--- src/rtl/mult_pkg.sv ---
// -----------------------------------------------------------------------------
// mult_pkg
// Constants shared by the radix-4 Booth 16x16 multiplier datapath: the Booth
// encoder, the Wallace compressor tree and the final carry-propagate adder.
//   PRODUCT_W : width of the product and of the sum/carry rows
//   HALF_W    : width of each half of the split carry-propagate add
// -----------------------------------------------------------------------------
package mult_pkg;

    localparam int PRODUCT_W = 32;
    localparam int HALF_W    = PRODUCT_W / 2;

endpackage : mult_pkg

--- src/rtl/cpa_half_adder.sv ---
// -----------------------------------------------------------------------------
// cpa_half_adder
// Combinational HW-bit ripple/carry-propagate adder with carry-in, used for
// one half of the final product add.
//   a, b : HW-bit addends
//   cin  : carry into bit 0
//   sum  : low HW bits of a + b + cin
//   cout : carry out of bit HW-1
// -----------------------------------------------------------------------------
module cpa_half_adder #(
    parameter int HW = 16
) (
    input  logic [HW-1:0] a,
    input  logic [HW-1:0] b,
    input  logic          cin,
    output logic [HW-1:0] sum,
    output logic          cout
);

    logic [HW:0] total_s;

    // One extra bit of headroom captures the carry out of the half.
    always_comb begin
        total_s = {(HW+1){1'b0}};
        total_s = {1'b0, a} + {1'b0, b} + {{HW{1'b0}}, cin};
    end

    assign sum  = total_s[HW-1:0];
    assign cout = total_s[HW];

endmodule : cpa_half_adder

--- src/rtl/final_cpa_pipe.sv ---
// -----------------------------------------------------------------------------
// final_cpa_pipe
// Two-stage pipelined carry-propagate adder that collapses the sum and carry
// rows from the last compressor level into the final product. Stage 1 adds
// the low halves and registers the carry; stage 2 adds the high halves with
// that carry. Valid/ready on both sides; the carry out of the top bit is
// dropped, so the result is (row_s + row_c) mod 2^WIDTH.
//   sys_clk, sys_rst_n : clock, asynchronous active-low reset
//   in_valid/in_ready  : upstream handshake (in_ready is combinational)
//   row_s, row_c       : sum and pre-aligned carry rows
//   out_valid/out_ready: downstream handshake (out_valid is registered)
//   product            : registered result
// -----------------------------------------------------------------------------
module final_cpa_pipe
    import mult_pkg::*;
#(
    parameter int WIDTH = PRODUCT_W
) (
    input  logic             sys_clk,
    input  logic             sys_rst_n,
    input  logic             in_valid,
    output logic             in_ready,
    input  logic [WIDTH-1:0] row_s,
    input  logic [WIDTH-1:0] row_c,
    output logic             out_valid,
    input  logic             out_ready,
    output logic [WIDTH-1:0] product
);

    localparam int HW = WIDTH / 2;

    // Stage 1 registers
    logic          s1_valid_r;
    logic [HW-1:0] s1_lo_r;
    logic          s1_cy_r;
    logic [HW-1:0] s1_hi_s_r;
    logic [HW-1:0] s1_hi_c_r;

    // Output stage registers
    logic             out_valid_r;
    logic [WIDTH-1:0] product_r;

    // Handshake and adder nets
    logic          s2_free_s;
    logic          s1_free_s;
    logic          in_xfer_s;
    logic          s1_move_s;
    logic [HW-1:0] lo_sum_s;
    logic          lo_cy_s;
    logic [HW-1:0] hi_sum_s;
    logic          hi_cout_unused_s;

    // A stage is free when empty or when its occupant leaves this cycle.
    assign s2_free_s = !out_valid_r || out_ready;
    assign s1_free_s = !s1_valid_r || s2_free_s;
    assign in_ready  = s1_free_s;
    assign in_xfer_s = in_valid && s1_free_s;
    assign s1_move_s = s1_valid_r && s2_free_s;

    cpa_half_adder #(.HW(HW)) u_lo_add (
        .a    (row_s[HW-1:0]),
        .b    (row_c[HW-1:0]),
        .cin  (1'b0),
        .sum  (lo_sum_s),
        .cout (lo_cy_s)
    );

    // The carry out of the top half is the mod-2^WIDTH wrap and is dropped.
    cpa_half_adder #(.HW(HW)) u_hi_add (
        .a    (s1_hi_s_r),
        .b    (s1_hi_c_r),
        .cin  (s1_cy_r),
        .sum  (hi_sum_s),
        .cout (hi_cout_unused_s)
    );

    // Stage 1: low-half sum, its carry, and the untouched high halves.
    always_ff @(posedge sys_clk or negedge sys_rst_n) begin
        if (!sys_rst_n) begin
            s1_valid_r <= 1'b0;
            s1_lo_r    <= {HW{1'b0}};
            s1_cy_r    <= 1'b0;
            s1_hi_s_r  <= {HW{1'b0}};
            s1_hi_c_r  <= {HW{1'b0}};
        end else if (in_xfer_s) begin
            s1_valid_r <= 1'b1;
            s1_lo_r    <= lo_sum_s;
            s1_cy_r    <= lo_cy_s;
            s1_hi_s_r  <= row_s[WIDTH-1:HW];
            s1_hi_c_r  <= row_c[WIDTH-1:HW];
        end else if (s1_move_s) begin
            s1_valid_r <= 1'b0;
        end else begin
            s1_valid_r <= s1_valid_r;
        end
    end

    // Output stage: assemble the product; hold it while back-pressured.
    always_ff @(posedge sys_clk or negedge sys_rst_n) begin
        if (!sys_rst_n) begin
            out_valid_r <= 1'b0;
            product_r   <= {WIDTH{1'b0}};
        end else if (s1_move_s) begin
            out_valid_r <= 1'b1;
            product_r   <= {hi_sum_s, s1_lo_r};
        end else if (out_valid_r && out_ready) begin
            out_valid_r <= 1'b0;
        end else begin
            out_valid_r <= out_valid_r;
        end
    end

    assign out_valid = out_valid_r;
    assign product   = product_r;

endmodule : final_cpa_pipe

--- config.mk ---
export PLATFORM = sky130hd
export DESIGN_NAME = final_cpa_pipe
export DESIGN_NICKNAME = d
export VERILOG_FILES = /design/src/rtl/mult_pkg.sv /design/src/rtl/cpa_half_adder.sv /design/src/rtl/final_cpa_pipe.sv
export SDC_FILE = /design/constraint.sdc
export NUM_CORES = 1
export LEC_CHECK = 0
export ABC_CLOCK_PERIOD_IN_PS = 2400
export CAP_MARGIN = 20
export CORE_MARGIN = 2
export CORE_UTILIZATION = 50
export CTS_BUF_LIST = sky130_fd_sc_hd__clkbuf_4 sky130_fd_sc_hd__clkbuf_8
export DETAILED_ROUTE_END_ITERATION = 12
export PLACE_DENSITY = 0.88
export SYNTH_ARGS = -nofsm -noshare
export SYNTH_HDL_FRONTEND = slang
export SYNTH_SLANG_ARGS = --single-unit
--- constraint.sdc ---
create_clock -name sys_clk -period 2.4 [get_ports sys_clk]
set_clock_uncertainty 0.05 [all_clocks]
set_input_delay 0.6 -clock sys_clk [delete_from_list [all_inputs] [get_ports sys_clk]]
set_output_delay 0.6 -clock sys_clk [all_outputs]
set_load 0.05 [all_outputs]
== After elaboration in Yosys (flattened, before gate mapping) ==
Cells that the tools add are included.
Operators by class
  add/sub/neg operators: 3
  mux-type cells: 4
  reductions and logical operators: 9
Operators by type and width (count)
  $add A16 B16 Y17: 1
  $add A16 B1 Y16: 1
  $add A16 B16 Y16: 1
  $mux W1: 4
  $reduce_bool A2 Y1: 2
  $logic_and A1 B1 Y1: 3
  $logic_not A1 Y1: 2
  $logic_or A1 B1 Y1: 2
Storage, ports and cells
  flip-flop bits (word level): 83
  input port bits: 68
  output and inout bits: 34
  logic and storage cells: 23

== Depth between registers and ports, before layout ==
Gate-level depths: netlist of run 1.
  depth after elaboration: 5
  mapped depth: 9
  depth with buffers taken out: 9

== By module ==
A second synthesis of run 1 with hierarchy kept.
Unflattened totals
  cell total of the unflattened synthesis: 369
  area, all modules: 4695.8 µm²
Modules (own cells, without submodules)
  final_cpa_pipe: instances 1, cells each 179, area each 3171.8 µm², seq. area each 2077.0 µm²
  cpa_half_adder (u_lo_add): instances 1, cells each 101, area each 790.8 µm², seq. area each 0.0 µm²
  cpa_half_adder (u_hi_add): instances 1, cells each 89, area each 733.2 µm², seq. area each 0.0 µm²

== Least setup slack after synthesis of run 1 ==
Ideal clock, no wire load.
  kind: input-to-reg
  start: input row_s[0]
  end: register s1_cy_r
  setup time: 0.135 ns
  data arrival time: 2.223 ns
  required time: 2.215 ns
  slack: -0.008 ns
  stages on the path: 8
  buffers on the path: 0
  cell sequence: ha_1 fa_1 a21oi_1 o211ai_1 a21boi_1 o21ai_0 a221oi_1 o21ai_0
Between the ends
  cells in the longest elaborated chain, start to end: 1
Ends and longest elaborated chain
  start: declaration: line final_cpa_pipe.sv:23  | input logic [WIDTH-1:0] row_s,
  $add A16 B16 Y17: line cpa_half_adder.sv:25  | total_s = {1'b0, a} + {1'b0, b} + {{HW{1'b0}}, cin};
  end signal: assignment: line final_cpa_pipe.sv:88  | s1_cy_r <= lo_cy_s;
  end: declaration: line final_cpa_pipe.sv:35  | logic s1_cy_r;
No other way between the ends.
A chain may end at the register's enable or synchronous reset.

== Worst setup path after layout of run 1 ==
  start: input row_s[4]
  end: register s1_lo_r[7]
Between the ends
  cells in the longest elaborated chain, start to end: 1
Ends and longest elaborated chain
  $add A16 B16 Y17: line cpa_half_adder.sv:25
  end signal: assignment: line final_cpa_pipe.sv:81  | s1_lo_r <= {HW{1'b0}};
  end signal: assignment: line final_cpa_pipe.sv:87  | s1_lo_r <= lo_sum_s;
  end: declaration: line final_cpa_pipe.sv:34  | logic [HW-1:0] s1_lo_r;
No other way between the ends.

==> results of run 1 <==
## final cells by class
| class | instances | area [um^2] |
|---|---|---|
| clock inverters | 6 | 71.3 |
| repair buffers | 151 | 1420 |
| multi-input cells | 379 | 2420 |
| inverters | 13 | 48.8 |
| flip-flops and latches | 83 | 2080 |
| clock buffers | 10 | 138 |
| fillers | 645 | 2500 |
| well taps | 108 | 135 |
## metal layers
metal	track usage	up-vias	wire length, um	part of all wire
met4	0.103	0	362	0.031
met2	0.447	118	6210	0.54
met5	0	-	0	0
li1	-	1984	-	-
met3	0.0362	37	392	0.034
met1	0.279	1971	4640	0.40
## power groups by stage
stage               clock [mW]  sequential [mW]  combinational (mW)
floorplan                    0             2.66               0.871
global placement             0             1.95                2.45
detailed placement           0             1.97                2.51
CTS                       1.06             1.95                2.53
global route              1.12             1.99                2.74
finish                    1.05             1.95                2.56
## layout by cell type, fill, tap and decap left out, types with 3 or more instances in the layout
master / n
nand2_1: 143
clkdlybuf4s50_1: 95
dfrtp_1: 83
buf_4: 50
o21ai_0: 32
ha_1: 29
a21oi_1: 25
mux2_2: 17
nor2_1: 14
inv_1: 13
xor2_1: 13
nand3_1: 10
clkbuf_8: 10
xnor2_1: 9
a31oi_1: 5
and2_1: 4
nand2b_1: 4
and3_1: 4
o21a_1: 4
o31ai_2: 4
o21ai_1: 4
o21bai_1: 4
a21o_1: 4
nand4_1: 4
a211oi_1: 4
dlymetal6s2s_1: 4
o31ai_1: 3
o211ai_1: 3
## logic make-up (layout without fill, tap and decap cells)
family	after synthesis	count (layout)	synth area share
multiplexers	19	19	0.0460
flip-flops	83	83	0.452
XOR/XNOR	23	23	0.0439
AND/OR/NAND/NOR	194	194	0.179
buffers and inverters	34	180	0.0319
adder cells (fa/ha/maj)	33	33	0.0948
AO/OA/AOI/OAI	110	110	0.152
## critical path: stages
cell and delay (ns):
clkdlybuf4s50_1 0.40, ha_1 0.33, nand2_2 0.08, or3b_4 0.40
a21boi_4 0.25, o21a_1 0.19, nor3_1 0.06, o31ai_2 0.21
## metrics by stage
stage / util / setup TNS (ns) / instance area, um^2 / setup WS [ns] / hold WS (ns)
2_1_floorplan: - / 0 / 4600 / 0.0190 / 0.254
3_3_place_gp: 0.684 / -3.82 / 6020 / -0.500 / 0.403
3_5_place_dp: 0.684 / -4.32 / 6020 / -0.536 / 0.415
4_1_cts: 0.709 / -0.0116 / 6240 / -0.0116 / 0.190
5_1_grt: 0.716 / -0.00270 / 6310 / -0.00270 / 0.202
6_report: 0.716 / 0 / 6310 / 0.110 / 0.172
## flip-flops by register name, indices dropped and copies added (netlist names)
| name | cells |
|---|---|
| s1_hi_c_r | 16 |
| product | 32 |
| s1_valid_r | 1 |
| s1_hi_s_r | 16 |
| s1_cy_r | 1 |
| s1_lo_r | 16 |
| out_valid | 1 |
## worst paths after layout
| path | startpoint | slack, ns | endpoint | cells after the start |
|---|---|---|---|---|
| max | row_s[4] | 0.11 | s1_lo_r[7] | 8 |
| min | sys_rst_n | 0.17 | product[31] | 1 |
| max reg2reg | s1_cy_r | 0.14 | product[30] | 9 |
| min reg2reg | product[20] | 0.43 | product[20] | 1 |
| max in group asynchronous | sys_rst_n | 1.42 | s1_hi_c_r[9] | 2 |
| min in group sys_clk | product[20] | 0.43 | product[20] | 1 |
## repair_timing
action	in CTS	in global routing
setup endpoints to repair	5	14
hold buffers	0	0
setup buffers	1	1
resized for setup	3	18
gates cloned	0	0
pin swaps	3	11
==> impl_metrics.json, run 1 <==
{
  "synth-edff-count": 0,
  "p_sw_mw": 2.28,
  "cts_sinks": 83,
  "cts_made_buffers": 9,
  "antenna_found_initial": 0,
  "synth_common_cells": "nand2_1, dfrtp_1, o21ai_0",
  "nets": 738,
  "area_growth_pct": 37.4,
  "max_freq_mhz": 437,
  "grt-ovfl-total": 0,
  "path_class": "primary input to flop",
  "grt_pass1_wl_mm": 19.3,
  "grt_pass1_vias": 4337,
  "grt.total_usage": 0.242,
  "first_pass_iters": 8,
  "clk_pin_slew_ns": 0.09,
  "synthesis.area_um2": 4590,
  "cts_tree": "built",
  "vias_per_cell": 5.48,
  "clk_latency_ns": 0.37,
  "place_congestion": 0.915,
  "internal-power_mw": 3.27,
  "clockPowerShare": 0.189,
  "dp_cells": 732,
  "p_per_area_nw_per_um2": 881,
  "finalCriticalPeriod_ns": 2.29,
  "synthFlopType": "dfrtp_1",
  "initial_core_util": 0.521,
  "ys_top_cells_by_area": "dfrtp_1, nand2_1, ha_1",
  "die_area_um2": 9970,
  "drv_slew": 0,
  "synth_nets": 597,
  "std_cell_rows": 34,
  "drv_cap": 0,
  "fin_crit_sh": 0.954,
  "arrival_ns": 2.52,
  "die_x_um": 99.8,
  "drt-initial-drc-count": 204,
  "crit_path_end_kind": "flop",
  "critical_path_required_ns": 2.63,
  "wl_per_cell_um": 15.5,
  "async_flop_share": 1.00,
  "wl_mm": 11.6,
  "p_leak_nw": 2.99,
  "setup_viol": 0,
  "htreeDepth": 3,
  "dieHeight_um": 99.8,
  "grt_max_degree": 46,
  "cp-start-kind": "primary input",
  "status": "finished, violations left",
  "yosysMostFrequentCell": "nand2_1",
  "hold_viol": 0,
  "ant_nets": 0,
  "syn_avg_cell_area_um2": 9.26,
  "hpwl_mm": 8.79,
  "total_power_mw": 5.56,
  "min_path_type": "primary input to asynchronous set/reset pin",
  "drc": 1,
  "p_sw_frac": 0.411,
  "seq_power_share": 0.351,
  "core_area_um2": 8810,
  "vias": 4110,
  "synth_top_area_share": 0.452,
  "yosysTopAreaCell": "dfrtp_1",
  "ys_seq_area_frac": 0.452,
  "root_buffer": "clkbuf_8",
  "numPortBuffers": 101,
  "n_antenna_cell": 0,
  "worst_pin_slew_ns": 0.576,
  "ys_ff_latch": 83,
  "irDropWorstVdd_v": 0.000372,
  "p_comb_frac": 0.460,
  "synth_cell_types": 52,
  "violations": "DRC",
  "instances_no_fill": 750,
  "clockBufferDepth": 2,
  "slew-limit-headroom": 0.616,
  "yosysWarnings": 0,
  "io_pins": 102,
  "drive_gt1_frac": 0.167,
  "synth_cells": 496,
  "path_max_fanout": 6
}
Power figures use the tool's default switching activity.
==> run 2, diff against run 1 <==
--- a/config.mk
+++ b/config.mk
@@ -11,6 +11,7 @@
 export CORE_UTILIZATION = 50
 export CTS_BUF_LIST = sky130_fd_sc_hd__clkbuf_4 sky130_fd_sc_hd__clkbuf_8
 export DETAILED_ROUTE_END_ITERATION = 12
+export HOLD_SLACK_MARGIN = 0.05
 export PLACE_DENSITY = 0.88
 export SYNTH_ARGS = -nofsm -noshare
 export SYNTH_HDL_FRONTEND = slang
==> results of run 2 <==
No change in the layout: final DEF, timing and power equal those of run 1.
